`src/rtl/dbg_pkg.sv`:
```
// Shared definitions for the pipeline debug controller: command opcodes,
// response bytes, controller state encoding and byte-sender source select.
package dbg_pkg;

  localparam logic [7:0] CMD_REGS  = 8'h01;
  localparam logic [7:0] CMD_LATCH = 8'h02;
  localparam logic [7:0] CMD_MEM   = 8'h03;
  localparam logic [7:0] CMD_LOAD  = 8'h04;
  localparam logic [7:0] CMD_RUN   = 8'h05;
  localparam logic [7:0] CMD_HALT  = 8'h06;
  localparam logic [7:0] CMD_STEP  = 8'h07;
  localparam logic [7:0] CMD_BKPT  = 8'h08;
  localparam logic [7:0] CMD_CLRBK = 8'h09;

  localparam logic [7:0] RSP_ACK = 8'hA5;
  localparam logic [7:0] RSP_ERR = 8'hEE;
  localparam logic [7:0] RSP_BRK = 8'hB7;

  typedef enum logic [2:0] {
    ST_IDLE, ST_GET_ARG, ST_WAIT_MEM, ST_LOAD, ST_SEND, ST_RUN, ST_STEP
  } state_t;

  typedef enum logic [1:0] {
    SRC_RESP, SRC_REGS, SRC_LATCH, SRC_MEM
  } src_t;

endpackage

```
`src/rtl/dbg_byte_sender.sv`:
```
// Streams i_count bytes, little-endian, from the selected source to the UART
// transmitter, one byte per start/done handshake; pulses o_done at the end.
// Ports: i_load starts a transfer using i_src/i_count (held stable by the
// caller), i_registers/i_latch/i_mem_data/i_resp are the byte sources,
// o_tx_data/o_tx_start/i_tx_done form the tx handshake.
module dbg_byte_sender
  import dbg_pkg::*;
#(
  parameter int unsigned SIZE          = 32,
  parameter int unsigned NUM_REGISTERS = 32,
  parameter int unsigned LATCH_WIDTH   = 136
) (
  input  logic                          i_clk,
  input  logic                          i_reset_n,
  input  logic                          i_load,
  input  src_t                          i_src,
  input  logic [15:0]                   i_count,
  input  logic [7:0]                    i_resp,
  input  logic [SIZE*NUM_REGISTERS-1:0] i_registers,
  input  logic [LATCH_WIDTH-1:0]        i_latch,
  input  logic [SIZE-1:0]               i_mem_data,
  input  logic                          i_tx_done,
  output logic [7:0]                    o_tx_data,
  output logic                          o_tx_start,
  output logic                          o_done
);

  logic [15:0] idx;
  logic        active;
  logic        waiting;
  logic [18:0] sh;
  logic [7:0]  byte_c;

  assign sh = {idx, 3'b000};

  // Byte idx of the selected source.
  always_comb begin
    case (i_src)
      SRC_REGS:  byte_c = 8'(i_registers >> sh);
      SRC_LATCH: byte_c = 8'(i_latch >> sh);
      SRC_MEM:   byte_c = 8'(i_mem_data >> sh);
      default:   byte_c = i_resp;
    endcase
  end

  // Issue a byte, then hold until the transmitter reports it sent.
  always_ff @(posedge i_clk or negedge i_reset_n) begin
    if (!i_reset_n) begin
      idx        <= '0;
      active     <= 1'b0;
      waiting    <= 1'b0;
      o_tx_data  <= '0;
      o_tx_start <= 1'b0;
      o_done     <= 1'b0;
    end else begin
      o_tx_start <= 1'b0;
      o_done     <= 1'b0;
      if (i_load) begin
        idx     <= '0;
        active  <= (i_count != 16'd0);
        waiting <= 1'b0;
        o_done  <= (i_count == 16'd0);
      end else if (active && !waiting) begin
        o_tx_data  <= byte_c;
        o_tx_start <= 1'b1;
        waiting    <= 1'b1;
      end else if (active && i_tx_done) begin
        waiting <= 1'b0;
        if (idx == i_count - 16'd1) begin
          active <= 1'b0;
          o_done <= 1'b1;
        end else begin
          idx <= idx + 16'd1;
        end
      end
    end
  end

endmodule

```
`src/rtl/dbg_ctrl_uart.sv`:
```
// Pipeline debug controller: decodes UART byte commands, dumps register file,
// pipeline latches and data memory, loads instruction memory and gates the
// CPU through o_cpu_en (run, halt, N-cycle step, one PC breakpoint).
// Ports: i_rx_* received bytes; o_tx_*/i_tx_done tx handshake; i_registers,
// i_latches, i_pc, i_mem_data core observation; o_mem_addr memory debug read;
// o_imem_* instruction write port; o_cpu_en clock enable; o_halted status.
module dbg_ctrl_uart
  import dbg_pkg::*;
#(
  parameter int unsigned SIZE            = 32,
  parameter int unsigned NUM_REGISTERS   = 32,
  parameter int unsigned NUM_LATCHES     = 4,
  parameter int unsigned LATCH_WIDTH     = 136,
  parameter int unsigned MEM_ADDR_WIDTH  = 8,
  parameter int unsigned IMEM_ADDR_WIDTH = 8
) (
  input  logic                            i_clk,
  input  logic                            i_reset_n,
  input  logic [7:0]                      i_rx_data,
  input  logic                            i_rx_valid,
  output logic [7:0]                      o_tx_data,
  output logic                            o_tx_start,
  input  logic                            i_tx_done,
  input  logic [SIZE*NUM_REGISTERS-1:0]   i_registers,
  input  logic [NUM_LATCHES*LATCH_WIDTH-1:0] i_latches,
  input  logic [SIZE-1:0]                 i_pc,
  output logic [MEM_ADDR_WIDTH-1:0]       o_mem_addr,
  input  logic [SIZE-1:0]                 i_mem_data,
  output logic                            o_imem_we,
  output logic [IMEM_ADDR_WIDTH-1:0]      o_imem_addr,
  output logic [SIZE-1:0]                 o_imem_data,
  output logic                            o_cpu_en,
  output logic                            o_halted
);

  localparam int unsigned WORD_BYTES  = SIZE / 8;
  localparam int unsigned REG_BYTES   = WORD_BYTES * NUM_REGISTERS;
  localparam int unsigned LATCH_BYTES = LATCH_WIDTH / 8;

  state_t            state;
  logic [7:0]        op;
  logic [1:0]        arg_cnt;
  logic [7:0]        load_n;
  logic [7:0]        load_k;
  logic [7:0]        byte_cnt;
  logic [SIZE-9:0]   word;
  logic [7:0]        step_cnt;
  logic [31:0]       bp_pc;
  logic              bp_en;
  logic              first;
  logic              ret_run;
  logic              snd_load;
  src_t              snd_src;
  logic [15:0]       snd_count;
  logic [7:0]        snd_resp;
  logic [7:0]        lat_ch;
  logic              snd_done;
  logic [LATCH_WIDTH-1:0] latch_sel;
  logic              run_c;
  logic              hit_c;

  assign latch_sel = LATCH_WIDTH'(i_latches >> (32'(lat_ch) * LATCH_WIDTH));

  // Breakpoint compare is masked on the first enabled cycle so a resume from
  // the breakpoint PC makes progress.
  assign run_c    = (state == ST_RUN) || (state == ST_STEP);
  assign hit_c    = bp_en && (i_pc == SIZE'(bp_pc)) && !first;
  assign o_cpu_en = run_c && !hit_c;

  dbg_byte_sender #(
    .SIZE(SIZE), .NUM_REGISTERS(NUM_REGISTERS), .LATCH_WIDTH(LATCH_WIDTH)
  ) u_sender (
    .i_clk(i_clk), .i_reset_n(i_reset_n), .i_load(snd_load), .i_src(snd_src),
    .i_count(snd_count), .i_resp(snd_resp), .i_registers(i_registers),
    .i_latch(latch_sel), .i_mem_data(i_mem_data), .i_tx_done(i_tx_done),
    .o_tx_data(o_tx_data), .o_tx_start(o_tx_start), .o_done(snd_done)
  );

  // Command decoder and CPU control.
  always_ff @(posedge i_clk or negedge i_reset_n) begin
    if (!i_reset_n) begin
      state <= ST_IDLE;      op <= '0;        arg_cnt <= '0;
      load_n <= '0;          load_k <= '0;    byte_cnt <= '0;
      word <= '0;            step_cnt <= '0;  bp_pc <= '0;
      bp_en <= 1'b0;         first <= 1'b0;   ret_run <= 1'b0;
      o_halted <= 1'b1;      snd_load <= 1'b0; snd_src <= SRC_RESP;
      snd_count <= '0;       snd_resp <= '0;  lat_ch <= '0;
      o_mem_addr <= '0;      o_imem_we <= 1'b0;
      o_imem_addr <= '0;     o_imem_data <= '0;
    end else begin
      snd_load  <= 1'b0;
      o_imem_we <= 1'b0;
      case (state)
        ST_IDLE: if (i_rx_valid) begin
          op      <= i_rx_data;
          arg_cnt <= '0;
          case (i_rx_data)
            CMD_REGS: begin
              snd_src <= SRC_REGS; snd_count <= 16'(REG_BYTES); snd_load <= 1'b1; state <= ST_SEND;
            end
            CMD_LATCH, CMD_MEM, CMD_LOAD, CMD_STEP, CMD_BKPT: state <= ST_GET_ARG;
            CMD_RUN: begin
              ret_run <= 1'b1;
              snd_src <= SRC_RESP; snd_count <= 16'd1; snd_resp <= RSP_ACK; snd_load <= 1'b1; state <= ST_SEND;
            end
            CMD_HALT: begin
              snd_src <= SRC_RESP; snd_count <= 16'd1; snd_resp <= RSP_ACK; snd_load <= 1'b1; state <= ST_SEND;
            end
            CMD_CLRBK: begin
              bp_en <= 1'b0;
              snd_src <= SRC_RESP; snd_count <= 16'd1; snd_resp <= RSP_ACK; snd_load <= 1'b1; state <= ST_SEND;
            end
            default: begin
              snd_src <= SRC_RESP; snd_count <= 16'd1; snd_resp <= RSP_ERR; snd_load <= 1'b1; state <= ST_SEND;
            end
          endcase
        end
        ST_GET_ARG: if (i_rx_valid) begin
          case (op)
            CMD_LATCH: begin
              snd_load <= 1'b1;
              state    <= ST_SEND;
              if (32'(i_rx_data) >= NUM_LATCHES) begin
                snd_src <= SRC_RESP; snd_count <= 16'd1; snd_resp <= RSP_ERR;
              end else begin
                lat_ch <= i_rx_data; snd_src <= SRC_LATCH; snd_count <= 16'(LATCH_BYTES);
              end
            end
            CMD_MEM: begin
              o_mem_addr <= MEM_ADDR_WIDTH'(i_rx_data);
              state      <= ST_WAIT_MEM;
            end
            CMD_LOAD: begin
              if (i_rx_data == 8'd0) begin
                snd_src <= SRC_RESP; snd_count <= 16'd1; snd_resp <= RSP_ACK; snd_load <= 1'b1; state <= ST_SEND;
              end else begin
                load_n <= i_rx_data; load_k <= '0; byte_cnt <= '0; state <= ST_LOAD;
              end
            end
            CMD_STEP: begin
              if (i_rx_data == 8'd0) begin
                snd_src <= SRC_RESP; snd_count <= 16'd1; snd_resp <= RSP_ACK; snd_load <= 1'b1; state <= ST_SEND;
              end else begin
                step_cnt <= i_rx_data; first <= 1'b1; o_halted <= 1'b0; state <= ST_STEP;
              end
            end
            default: begin
              // Breakpoint PC arrives LSB first; shift in from the top.
              bp_pc   <= {i_rx_data, bp_pc[31:8]};
              arg_cnt <= arg_cnt + 2'd1;
              if (arg_cnt == 2'd3) begin
                bp_en <= 1'b1;
                snd_src <= SRC_RESP; snd_count <= 16'd1; snd_resp <= RSP_ACK; snd_load <= 1'b1; state <= ST_SEND;
              end
            end
          endcase
        end
        ST_WAIT_MEM: begin
          snd_src <= SRC_MEM; snd_count <= 16'(WORD_BYTES); snd_load <= 1'b1; state <= ST_SEND;
        end
        ST_LOAD: if (i_rx_valid) begin
          word <= {i_rx_data, word[SIZE-9:8]};
          if (byte_cnt == 8'(WORD_BYTES - 1)) begin
            byte_cnt    <= '0;
            o_imem_we   <= 1'b1;
            o_imem_data <= {i_rx_data, word};
            o_imem_addr <= IMEM_ADDR_WIDTH'(load_k);
            load_k      <= load_k + 8'd1;
            if (load_k == load_n - 8'd1) begin
              snd_src <= SRC_RESP; snd_count <= 16'd1; snd_resp <= RSP_ACK; snd_load <= 1'b1; state <= ST_SEND;
            end
          end else begin
            byte_cnt <= byte_cnt + 8'd1;
          end
        end
        ST_SEND: if (snd_done) begin
          state   <= ret_run ? ST_RUN : ST_IDLE;
          ret_run <= 1'b0;
          if (ret_run) begin
            o_halted <= 1'b0;
            first    <= 1'b1;
          end
        end
        ST_RUN: begin
          first <= 1'b0;
          // Breakpoint has priority over a HALT arriving in the same cycle.
          if (hit_c) begin
            o_halted <= 1'b1;
            snd_src <= SRC_RESP; snd_count <= 16'd1; snd_resp <= RSP_BRK; snd_load <= 1'b1; state <= ST_SEND;
          end else if (i_rx_valid && i_rx_data == CMD_HALT) begin
            o_halted <= 1'b1;
            snd_src <= SRC_RESP; snd_count <= 16'd1; snd_resp <= RSP_ACK; snd_load <= 1'b1; state <= ST_SEND;
          end else if (i_rx_valid && (i_rx_data == CMD_REGS || i_rx_data == CMD_LATCH ||
                                      i_rx_data == CMD_MEM)) begin
            ret_run <= 1'b1;
            snd_src <= SRC_RESP; snd_count <= 16'd1; snd_resp <= RSP_ERR; snd_load <= 1'b1; state <= ST_SEND;
          end
        end
        ST_STEP: begin
          first    <= 1'b0;
          step_cnt <= step_cnt - 8'd1;
          if (hit_c) begin
            o_halted <= 1'b1;
            snd_src <= SRC_RESP; snd_count <= 16'd1; snd_resp <= RSP_BRK; snd_load <= 1'b1; state <= ST_SEND;
          end else if (step_cnt == 8'd1) begin
            o_halted <= 1'b1;
            snd_src <= SRC_RESP; snd_count <= 16'd1; snd_resp <= RSP_ACK; snd_load <= 1'b1; state <= ST_SEND;
          end
        end
        default: state <= ST_IDLE;
      endcase
    end
  end

endmodule
```
`config.mk`:
```
export PLATFORM = sky130hd
export DESIGN_NAME = dbg_ctrl_uart
export DESIGN_NICKNAME = d
export VERILOG_FILES = /design/src/rtl/dbg_pkg.sv /design/src/rtl/dbg_byte_sender.sv /design/src/rtl/dbg_ctrl_uart.sv
export SDC_FILE = /design/constraint.sdc
export NUM_CORES = 1
export LEC_CHECK = 0
export BUFFER_PORTS_ARGS = -buffer_cell sky130_fd_sc_hd__clkbuf_2
export CORE_AREA = 2 2 659 661
export CTS_CLUSTER_SIZE = 20
export DETAILED_ROUTE_END_ITERATION = 10
export DIE_AREA = 0 0 661 663
export SETUP_SLACK_MARGIN = 0.1
export SLEW_MARGIN = 20
export SYNTH_ARGS = -nofsm -noshare
export SYNTH_HDL_FRONTEND = slang
export SYNTH_SLANG_ARGS = --single-unit
export TNS_END_PERCENT = 20
```
`constraint.sdc`:
```
create_clock -name i_clk -period 6.8 [get_ports i_clk]
set_input_delay 0.34 -clock i_clk [delete_from_list [all_inputs] [get_ports i_clk]]
set_output_delay 0.34 -clock i_clk [all_outputs]
set_load 0.005 [all_outputs]
```
# After elaboration in Yosys (flattened, before gate mapping)
# Index checks and enable logic that the tools add are counted.
[totals] input_bits=1644 register_bits=217 output_inout_bits=60
[op_classes] n_lt_le_gt_ge=1 mux=148 eq_ne=57 n_shift=4 n_reduce_logical=55 n_bitwise=4 add_sub_neg=7 mul=1
[op_table] op="1024-bit by 19-bit right shift with 8-bit output" n=1
[op_table] op="544-bit by 16-bit right shift with 136-bit output" n=1
[op_table] op="16-bit 2-to-1 mux" n=16
[op_table] op="8-bit 2-to-1 mux" n=23
[op_table] op="136-bit by 19-bit right shift with 8-bit output" n=1
[op_table] op="16-bit case mux with 6 select lines" n=1
[op_table] op="8-bit case mux with 2 select lines" n=4
[op_table] op="1-bit 2-to-1 mux" n=54
[op_table] op="8-bit by 3-bit == test with 1-bit output, second input constant" n=6
[op_table] op="16-bit case mux with 3 select lines" n=1
[op_table] op="8-bit case mux with 3 select lines" n=2
[op_table] op="3-bit 2-to-1 mux" n=15
[op_table] op="8-bit by 2-bit == test with 1-bit output, second input constant" n=5
[op_table] op="8-bit case mux with 5 select lines" n=1
[op_table] op="2-bit != test, second input constant" n=18
[op_table] op="2-bit 2-to-1 mux" n=17
[op_table] op="32-bit == test" n=1
[op_table] op="16-bit case mux with 2 select lines" n=1
[op_table] op="32-bit by 19-bit right shift with 8-bit output" n=1
[op_table] op="3-bit case mux with 7 select lines" n=1
[op_table] op="6-bit AND reduction" n=3
[op_table] op="16-bit by 1-bit adder with 16-bit output, second input constant" n=1
[op_table] op="8-bit by 1-bit adder with 8-bit output, second input constant" n=2
[op_table] op="16-bit == test" n=1
[op_table] op="55 further kinds" n=100

# Longest topological paths before layout
# Gate-level depths: netlist of the first run.
[depth] ltp_word=8 ltp_mapped=12 depth_no_buf=11

# Modules after synthesis
# Synthesis of the first run repeated with hierarchy kept, for this count alone.
[unflattened] cells_unflattened=2253 hier_area_um2=24319.6
[modules_own_cells] module="dbg_ctrl_uart" n_inst=1 seq_area_each_um2=4355.4 area_each_um2=12498.2 cells_each=1135
[modules_own_cells] module="dbg_byte_sender" n_inst=1 seq_area_each_um2=700.7 area_each_um2=11821.3 cells_each=1118

# Worst setup path before layout of the first run
# Ideal clock, no wire load.
[synth_path] kind="reg-to-reg" startpoint="register snd_count[0]" endpoint="register u_sender.idx[13]" path_stages_with_launch=13 arrival_ns=2.714 n_path_buf=1 slack_ns=3.954 cell_sequence="dfrtp_1 -> inv_1 -> ha_1 -> ha_1 -> ha_1 -> xor2_1 -> o211ai_1 -> a2111oi_0 -> a31oi_1 -> clkbuf_1 -> o2111ai_1 -> xor2_1 -> nor2_1"
[synth_between] elab_chain_cells=4
[synth_lines] element="start, declared" line="dbg_ctrl_uart.sv:54" rtl="logic [15:0] snd_count;"
[synth_lines] element="start signal, assigned" line="dbg_ctrl_uart.sv:87" rtl="snd_count <= '0; snd_resp <= '0; lat_ch <= '0;"
[synth_lines] element="start signal, assigned" line="dbg_ctrl_uart.sv:99" rtl="snd_src <= SRC_REGS; snd_count <= 16'(REG_BYTES); snd_load <= 1'b1; state <= ST_SEND;"
[synth_lines] element="start signal, assigned" line="dbg_ctrl_uart.sv:104" rtl="snd_src <= SRC_RESP; snd_count <= 16'd1; snd_resp <= RSP_ACK; snd_load <= 1'b1; state <= ST_SEND;"
[synth_lines] element="16-bit by 1-bit subtractor with 16-bit output" line="dbg_byte_sender.sv:69" rtl="if (idx == i_count - 16'd1) begin"
[synth_lines] element="16-bit == test" line="dbg_byte_sender.sv:69"
[synth_lines] element="2-bit != test (no source line)"
[synth_lines] element="3-bit AND reduction (no source line)"
[synth_lines] element="end signal, assigned" line="dbg_byte_sender.sv:73" rtl="idx <= idx + 16'd1;"
[synth_lines] element="end, declared" line="dbg_byte_sender.sv:28" rtl="logic [15:0] idx;"
# No other way between the ends.
# A chain may end at the register's enable or synchronous reset.

# Final worst setup path of the first run
[layout_path] startpoint="register u_sender.idx[0]" endpoint="register u_sender.o_tx_data[6]"
[layout_between] elab_chain_cells=2 elab_cells_between_ends=4 cone_classes="3 x shift; 1 x mux"
[layout_lines] element="1024-bit by 19-bit right shift with 8-bit output, or another cell as far along" line="dbg_byte_sender.sv:39" rtl="SRC_REGS: byte_c = 8'(i_registers >> sh);"
[layout_lines] element="8-bit case mux with 3 select lines *" line="dbg_byte_sender.sv:38" rtl="case (i_src)"
[layout_lines] element="end signal, assigned" line="dbg_byte_sender.sv:64" rtl="o_tx_data <= byte_c;"
[layout_lines] element="end, declared" line="dbg_byte_sender.sv:23" rtl="output logic [7:0] o_tx_data,"
# Mark *: on every way between the ends. The rest lies on a longest branch, timed or not.

==> results_dict.tcl, run 1 <==
set metrics [dict create \
    outcome "complete, no violations" \
    finalHoldViolCount 0 \
    powerDensity_nw_per_um2 192 \
    netlist_area_um2 23200 \
    die_h_um 663 \
    die_area_um2 438000 \
    reg2reg_slack_ns 2.20 \
    root_buffer "clkbuf_16" \
    period_needed_ns 4.60 \
    num_io_pins 1704 \
    slowest_stage "dfrtp_4" \
    timing.final.crit_share_pct 67.7 \
    n_fill_cell 50177 \
    coreArea_um2 432000 \
    max_cap_violations 0 \
    ant_nets 0 \
    startpoint "u_sender.idx[0]$_DFFE_PN0P_" \
    cp_max_fo 27 \
    r2r-start "u_sender.idx[0]$_DFFE_PN0P_" \
    grt_max_degree 96 \
    critPathKind "register to register" \
    highest_layer "met5" \
    drc_errors 0 \
    fmaxAchievable_ghz 0.217 \
    vias 28640 \
    fin_skew_ns 0.0642 \
    grt-ovfl-total 0 \
    syn-num-nets 3595 \
    worstSetupEndpoint "u_sender.o_tx_data[6]$_DFFE_PN0P_" \
    rsz0062_at_grt "false" \
    async_flop_share_pct 100 \
    final_cells 9395 \
    cts_buffers 29 \
    dp.cells 9259 \
    synth_top_area_cell "mux4_2" \
    slew_viol_final 0 \
    tightest_slew_ns 1.12 \
    synth-seq-area-share_pct 21.8 \
    tritoncts "done" \
    clk_pin_slew_worst_paths_ns 0.07 \
    grt_pass1_vias 28237 \
    vias_per_cell 3.05 \
    io_buffers 1703 \
    wirelength_met1_um 127000 \
    synth_edf_count 0 \
    drt_first_pass_iters 6 \
    yosys_warnings 0 \
    drt_iter0_markers 2381 \
    p_leak_uw 0.0156 \
    synthTopCellsByArea "mux4_2, dfrtp_1, mux2_2" \
    reg2regPathDepth 8 \
    synth-seq-cells 202 \
    ys_types 87 \
    drive_above_1_share_pct 67.8 \
    die_w_um 661 \
    grt_pass1_wl_um 408000 \
    synthCells 1941 \
    met2WireLength_um 185000 \
    path_cells "buf_4, mux4_2, a22o_1, a221oi_1, o22ai_1, a211oi_1, o22ai_1, a221o_1" \
    irDropWorstVdd_v 0.000214 \
    synth_top_area_share_pct 39.4 \
    hp-class "primary input to register" \
    dr_wl_met3_um 25000 \
    hpwl_um 317000 \
    endpoint_kind "register" \
    yosysMostFrequentCell "mux4_2" \
    post-route-util_pct 9.26 \
    multi_input_area_um2 17200 \
    antenna_found_initial 358 \
    slew-limit-headroom_pct 25.3 \
    routedWlPerCell_um 37.0 \
    yosys-top-cells-count "mux4_2, dfrtp_1, nand2_1" \
    tns_ns 0 \
    seqCellArea_um2 5090 \
    place.gp.congestion 0.957 \
    cts.sinks 202 \
    grt.total_usage_pct 15.2 \
    postCtsResizedCells 0 \
    htree_levels 1 \
    setup_viol 0 \
    avgSynthCellArea_um2 11.9 \
    row_count 242 \
    clkLatencyLatePin_ns 0.67 \
    drt-total-wl_um 347000 \
    cts_buffer_depth 3 \
    ys.flop_type "dfrtp_1" \
    worst_setup_path_start_kind "register" \
    reg2reg_to "u_sender.o_tx_data[6]$_DFFE_PN0P_" \
    max_stage_delay_ns 0.88 \
    crit_top_cell "o22ai_1" \
    synthToLayoutAreaGrowth_pct 72.7 \
    initial_utilization_pct 5.36 \
    nNetsFinal 5212 \
    crit_arrival_ns 5.16 \
    required_ns 7.35 \
]
-- kinds of logic (layout without fill, tap and decap cells) --
| group | count (synthesis) | count (layout) | share of synthesized area, % |
|---|---|---|---|
| fa+ha+maj | 10 | 10 | 0.540 |
| mux | 601 | 601 | 48.6 |
| simple gates | 462 | 462 | 10.2 |
| compound gates | 371 | 371 | 11.4 |
| other cells | 0 | 80 | 0 |
| xor+xnor | 70 | 70 | 2.65 |
| flops | 202 | 202 | 21.8 |
| buf+inv | 225 | 1865 | 4.85 |
-- report_power, final --
group	internal, uW	switching [uW]
sequential	1300	230
combinational	1860	2580
clock	1010	701
total	4170	3510
-- area by class of cell --
class	count	area share, %
Tap cell	5734	17.9
Timing Repair Buffer	1778	23.1
Inverter	33	0.309
Sequential cell	202	12.7
Antenna cell	80	0.500
Multi-Input combinational cell	1514	42.9
Clock inverter	18	0.647
Clock buffer	36	1.95
-- through the flow --
stage               power [uW]  hold WS [ns]  instance area, um^2  setup WS, ns
floorplan                 3700        0.0444                23200          3.95
global placement          6220         0.423                38700          1.08
detailed placement        6220         0.423                38700          1.67
CTS                       8020        0.0198                39800          1.66
global route              8120        0.0815                39900          1.88
finish                    7680        0.0903                40000          2.20
-- worst min path at each step --
stage               startpoint                     endpoint  slack (ns)  depth (start not counted)
finish               i_tx_done    u_sender.o_done$_DFF_PN0_        0.09                          3
global route         i_tx_done    u_sender.o_done$_DFF_PN0_        0.08                          3
CTS                  i_tx_done    u_sender.o_done$_DFF_PN0_        0.02                          3
detailed placement   i_reset_n  o_imem_data[10]$_DFFE_PN0P_        0.42                          1
global placement     i_reset_n  o_imem_data[25]$_DFFE_PN0P_        0.42                          1
floorplan            i_reset_n       arg_cnt[0]$_DFFE_PN0P_        0.04                          0
-- worst max-delay path: cells and delay by family, from the launching register on --
kind / cells / cell delay, ns
compound gates: 6 / 2.18
mux: 1 / 0.80
flops: 1 / 0.88
buf+inv: 1 / 0.48
-- sequential cells by signal, summed over array words and instances, names as in the netlist, 16 cells and up --
signal	cells
bp_pc	32
o_imem_data	32
word	24
u_sender.idx	16
-- per-layer routing --
layer  global-route usage, %  up-vias
met5                       0        -
met4                    3.06      140
met3                    4.10      664
met2                    29.2     1979
met1                    16.5    14480
li1                        -    11377
-- layout by cell type, fill, tap and decap left out, types with 11 or more instances in the layout --
cell type	n
clkbuf_2	1702
mux4_2	405
dfrtp_1	193
nand2_1	128
mux2_2	128
diode_2	80
nor2_1	80
buf_4	63
mux2i_1	60
a21oi_1	58
o21ai_0	57
nand3_1	44
xnor2_1	44
a22oi_1	40
clkbuf_16	29
inv_1	28
nor3_1	27
xor2_1	26
nor2b_1	23
nand4_1	23
a31oi_1	23
nand2b_1	21
a211oi_1	21
a221oi_1	20
and3_1	19
a2111oi_0	16
o22ai_1	14
or3_1	12
nor4_1	12
and2_1	11
o2111ai_1	11
a22o_1	11
-- what timing repair did --
item,CTS,global route
endpoints found under the hold margin,93,0
setup buffers,0,0
hold buffers,1,0
(Power assumes the default switching activity.)
==> run 2: changes to the inputs <==
Clock period 6.8 ns to 4.05 ns, I/O delays scaled along.
==> results_dict.tcl, run 2 (same netlist as run 1, synthesis figures left out) <==
set metrics [dict create \
    die_h_um 663 \
    cts_buffer_depth 3 \
    reg2regPathDepth 9 \
    drc_errors 0 \
    coreArea_um2 432000 \
    grt_max_degree 85 \
    path_buf_inv 2 \
    setup_viol 0 \
    p_seq_share_pct 18.5 \
    outcome "complete, no violations" \
    vias 29068 \
    crit_family "multiplexers" \
    slew_viol_final 0 \
    power.share.clock_pct 20.9 \
    finalHoldViolCount 0 \
    n_fill_cell 50148 \
    drt_iter0_markers 2165 \
    synthToLayoutAreaGrowth_pct 77.1 \
    seqCellArea_um2 5090 \
    io_buffers 1703 \
    cts.sinks 202 \
    cp_num_cells 9 \
    ant_nets 0 \
    p_leak_uw 0.0162 \
    r2r-start "lat_ch[0]$_DFFE_PN0P_" \
    reg2reg_to "u_sender.o_tx_data[0]$_DFFE_PN0P_" \
    cp_max_fo 19 \
    endpoint_kind "register" \
    cts_buffers 27 \
    startpoint "lat_ch[0]$_DFFE_PN0P_" \
    timing.final.crit_share_pct 93.6 \
    place_area_um2 39700 \
    path_cells "buf_12, mux4_2, mux2i_1, o221ai_1, and3_1, nor4_1, buf_4, a2111oi_0, o22a_1" \
    slowest_stage "dfrtp_4" \
    top_regs "bp_pc x32, o_imem_data x32, word x24" \
    vias_per_cell 3.04 \
    layout_commonest_cell "clkbuf_2" \
    dp.cells 9377 \
    worst_slack_ns 0.259 \
    max_cap_violations 0 \
    drive_above_1_share_pct 68.6 \
    nNetsFinal 5328 \
    grt_pass1_vias 29016 \
    crit_arrival_ns 4.31 \
    rsz0062_at_grt "true" \
    clk_pin_slew_worst_paths_ns 0.06 \
    drt-total-wl_um 349000 \
    design_area_um2 41000 \
    comb_power_share_pct 60.6 \
    grt-ovfl-total 0 \
    power.switching_uw 5990 \
    antenna_found_initial 405 \
    drt_first_pass_iters 6 \
    max_stage_delay_ns 0.73 \
    fin_skew_ns 0.0413 \
    routedWlPerCell_um 36.5 \
    powerDensity_nw_per_um2 320 \
    tightest_slew_ns 1.14 \
    row_count 242 \
    reg2reg_slack_ns 0.26 \
    worst_setup_path_start_kind "register" \
    num_io_pins 1704 \
    root_buffer "clkbuf_16" \
    dp_slack_ns -0.0104 \
    tritoncts "done" \
    place.gp.congestion 0.973 \
    fmaxAchievable_ghz 0.264 \
    initial_utilization_pct 5.36 \
    clkLatencyLatePin_ns 0.63 \
    post_cts.repair.setup_buffers 0 \
    irDropWorstVdd_v 0.000381 \
    tns_ns 0 \
    slew-limit-headroom_pct 23.8 \
    die_w_um 661 \
    period_needed_ns 3.79 \
    hp-class "primary input to register" \
    sw_frac_of_total_pct 45.7 \
    power.total_uw 13100 \
    multi_input_area_um2 17100 \
    die_area_um2 438000 \
    required_ns 4.57 \
    hpwl_um 323000 \
    grt.total_usage_pct 15.4 \
    grt_pass1_wl_um 413000 \
    critPathKind "register to register" \
    mostFrequentLayoutCells "clkbuf_2, mux4_2, dfrtp_1" \
    p_int_uw 7130 \
    htree_levels 1 \
    worstSetupEndpoint "u_sender.o_tx_data[0]$_DFFE_PN0P_" \
    final_cells 9569 \
]
## run 2: cell count changes in the layout (fill, tap and decap cells not counted), sizes merged
cell and delta:
clkinvlp -3, inv +3, buf +117, diode +60, clkinv +2, dlygate4sd3 +1
clkbuf -6
## run 2: tightest hold or removal path: cells and delay by family
kind,cells,cell delay [ns]
buf+inv,1,0.24
simple gates,2,0.17
## run 2: worst min-delay path by stage
| stage | end | from | slack, ns | depth (start not counted) |
|---|---|---|---|---|
| 2_1_floorplan | arg_cnt[0]$_DFFE_PN0P_ | i_reset_n | -0.09 | 0 |
| 3_3_place_gp | word[10]$_DFFE_PN0P_ | i_reset_n | 0.24 | 1 |
| 3_5_place_dp | word[18]$_DFFE_PN0P_ | i_reset_n | 0.25 | 1 |
| 4_1_cts | op[3]$_DFFE_PN0P_ | i_rx_data[3] | 0.01 | 2 |
| 5_1_grt | op[3]$_DFFE_PN0P_ | i_rx_data[3] | 0.04 | 2 |
| 6_report | load_n[4]$_DFFE_PN0P_ | i_rx_data[4] | 0.06 | 3 |
## run 2: final cells by class
cell class | instances | share of cell area [%]
Multi-Input combinational cell | 1514 | 41.7
Timing Repair Buffer | 1896 | 24.9
Tap cell | 5734 | 17.5
Sequential cell | 202 | 12.4
Clock buffer | 30 | 1.72
Antenna cell | 140 | 0.854
Clock inverter | 20 | 0.674
Inverter | 33 | 0.302
## run 2: timing repair
item                                    4_1_cts  5_1_grt
endpoints found under the setup margin        1        2
resized for setup                             1        1
endpoints found under the hold margin        82        0
hold buffers                                  2        0
pin swaps                                     0        0
## run 2: layer usage
| layer | track usage, % | vias to the layer above | wire length, um |
|---|---|---|---|
| li1 | - | 11672 | - |
| met4 | 4.76 | 196 | 13700 |
| met1 | 16.5 | 14613 | 126000 |
| met3 | 4.81 | 726 | 27800 |
| met5 | 0 | - | 1270 |
| met2 | 28.3 | 1861 | 181000 |
## run 2: power groups by stage
stage / clock network (uW) / registers, uW / logic, uW
after detailed placement: 0 / 2470 / 8400
after global placement: 0 / 2470 / 8410
after CTS: 2860 / 2440 / 8440
final: 2740 / 2430 / 7950
after global routing: 2920 / 2460 / 8540
after floorplan: 0 / 2300 / 3900
## run 2: through the flow
stage / hold WS [ns] / util (%)
after global routing: 0.0395 / 9.48
after CTS: 0.0123 / 9.42
after detailed placement: 0.247 / 9.18
after floorplan: -0.0931 / -
final: 0.0568 / 9.50
after global placement: 0.242 / 9.17
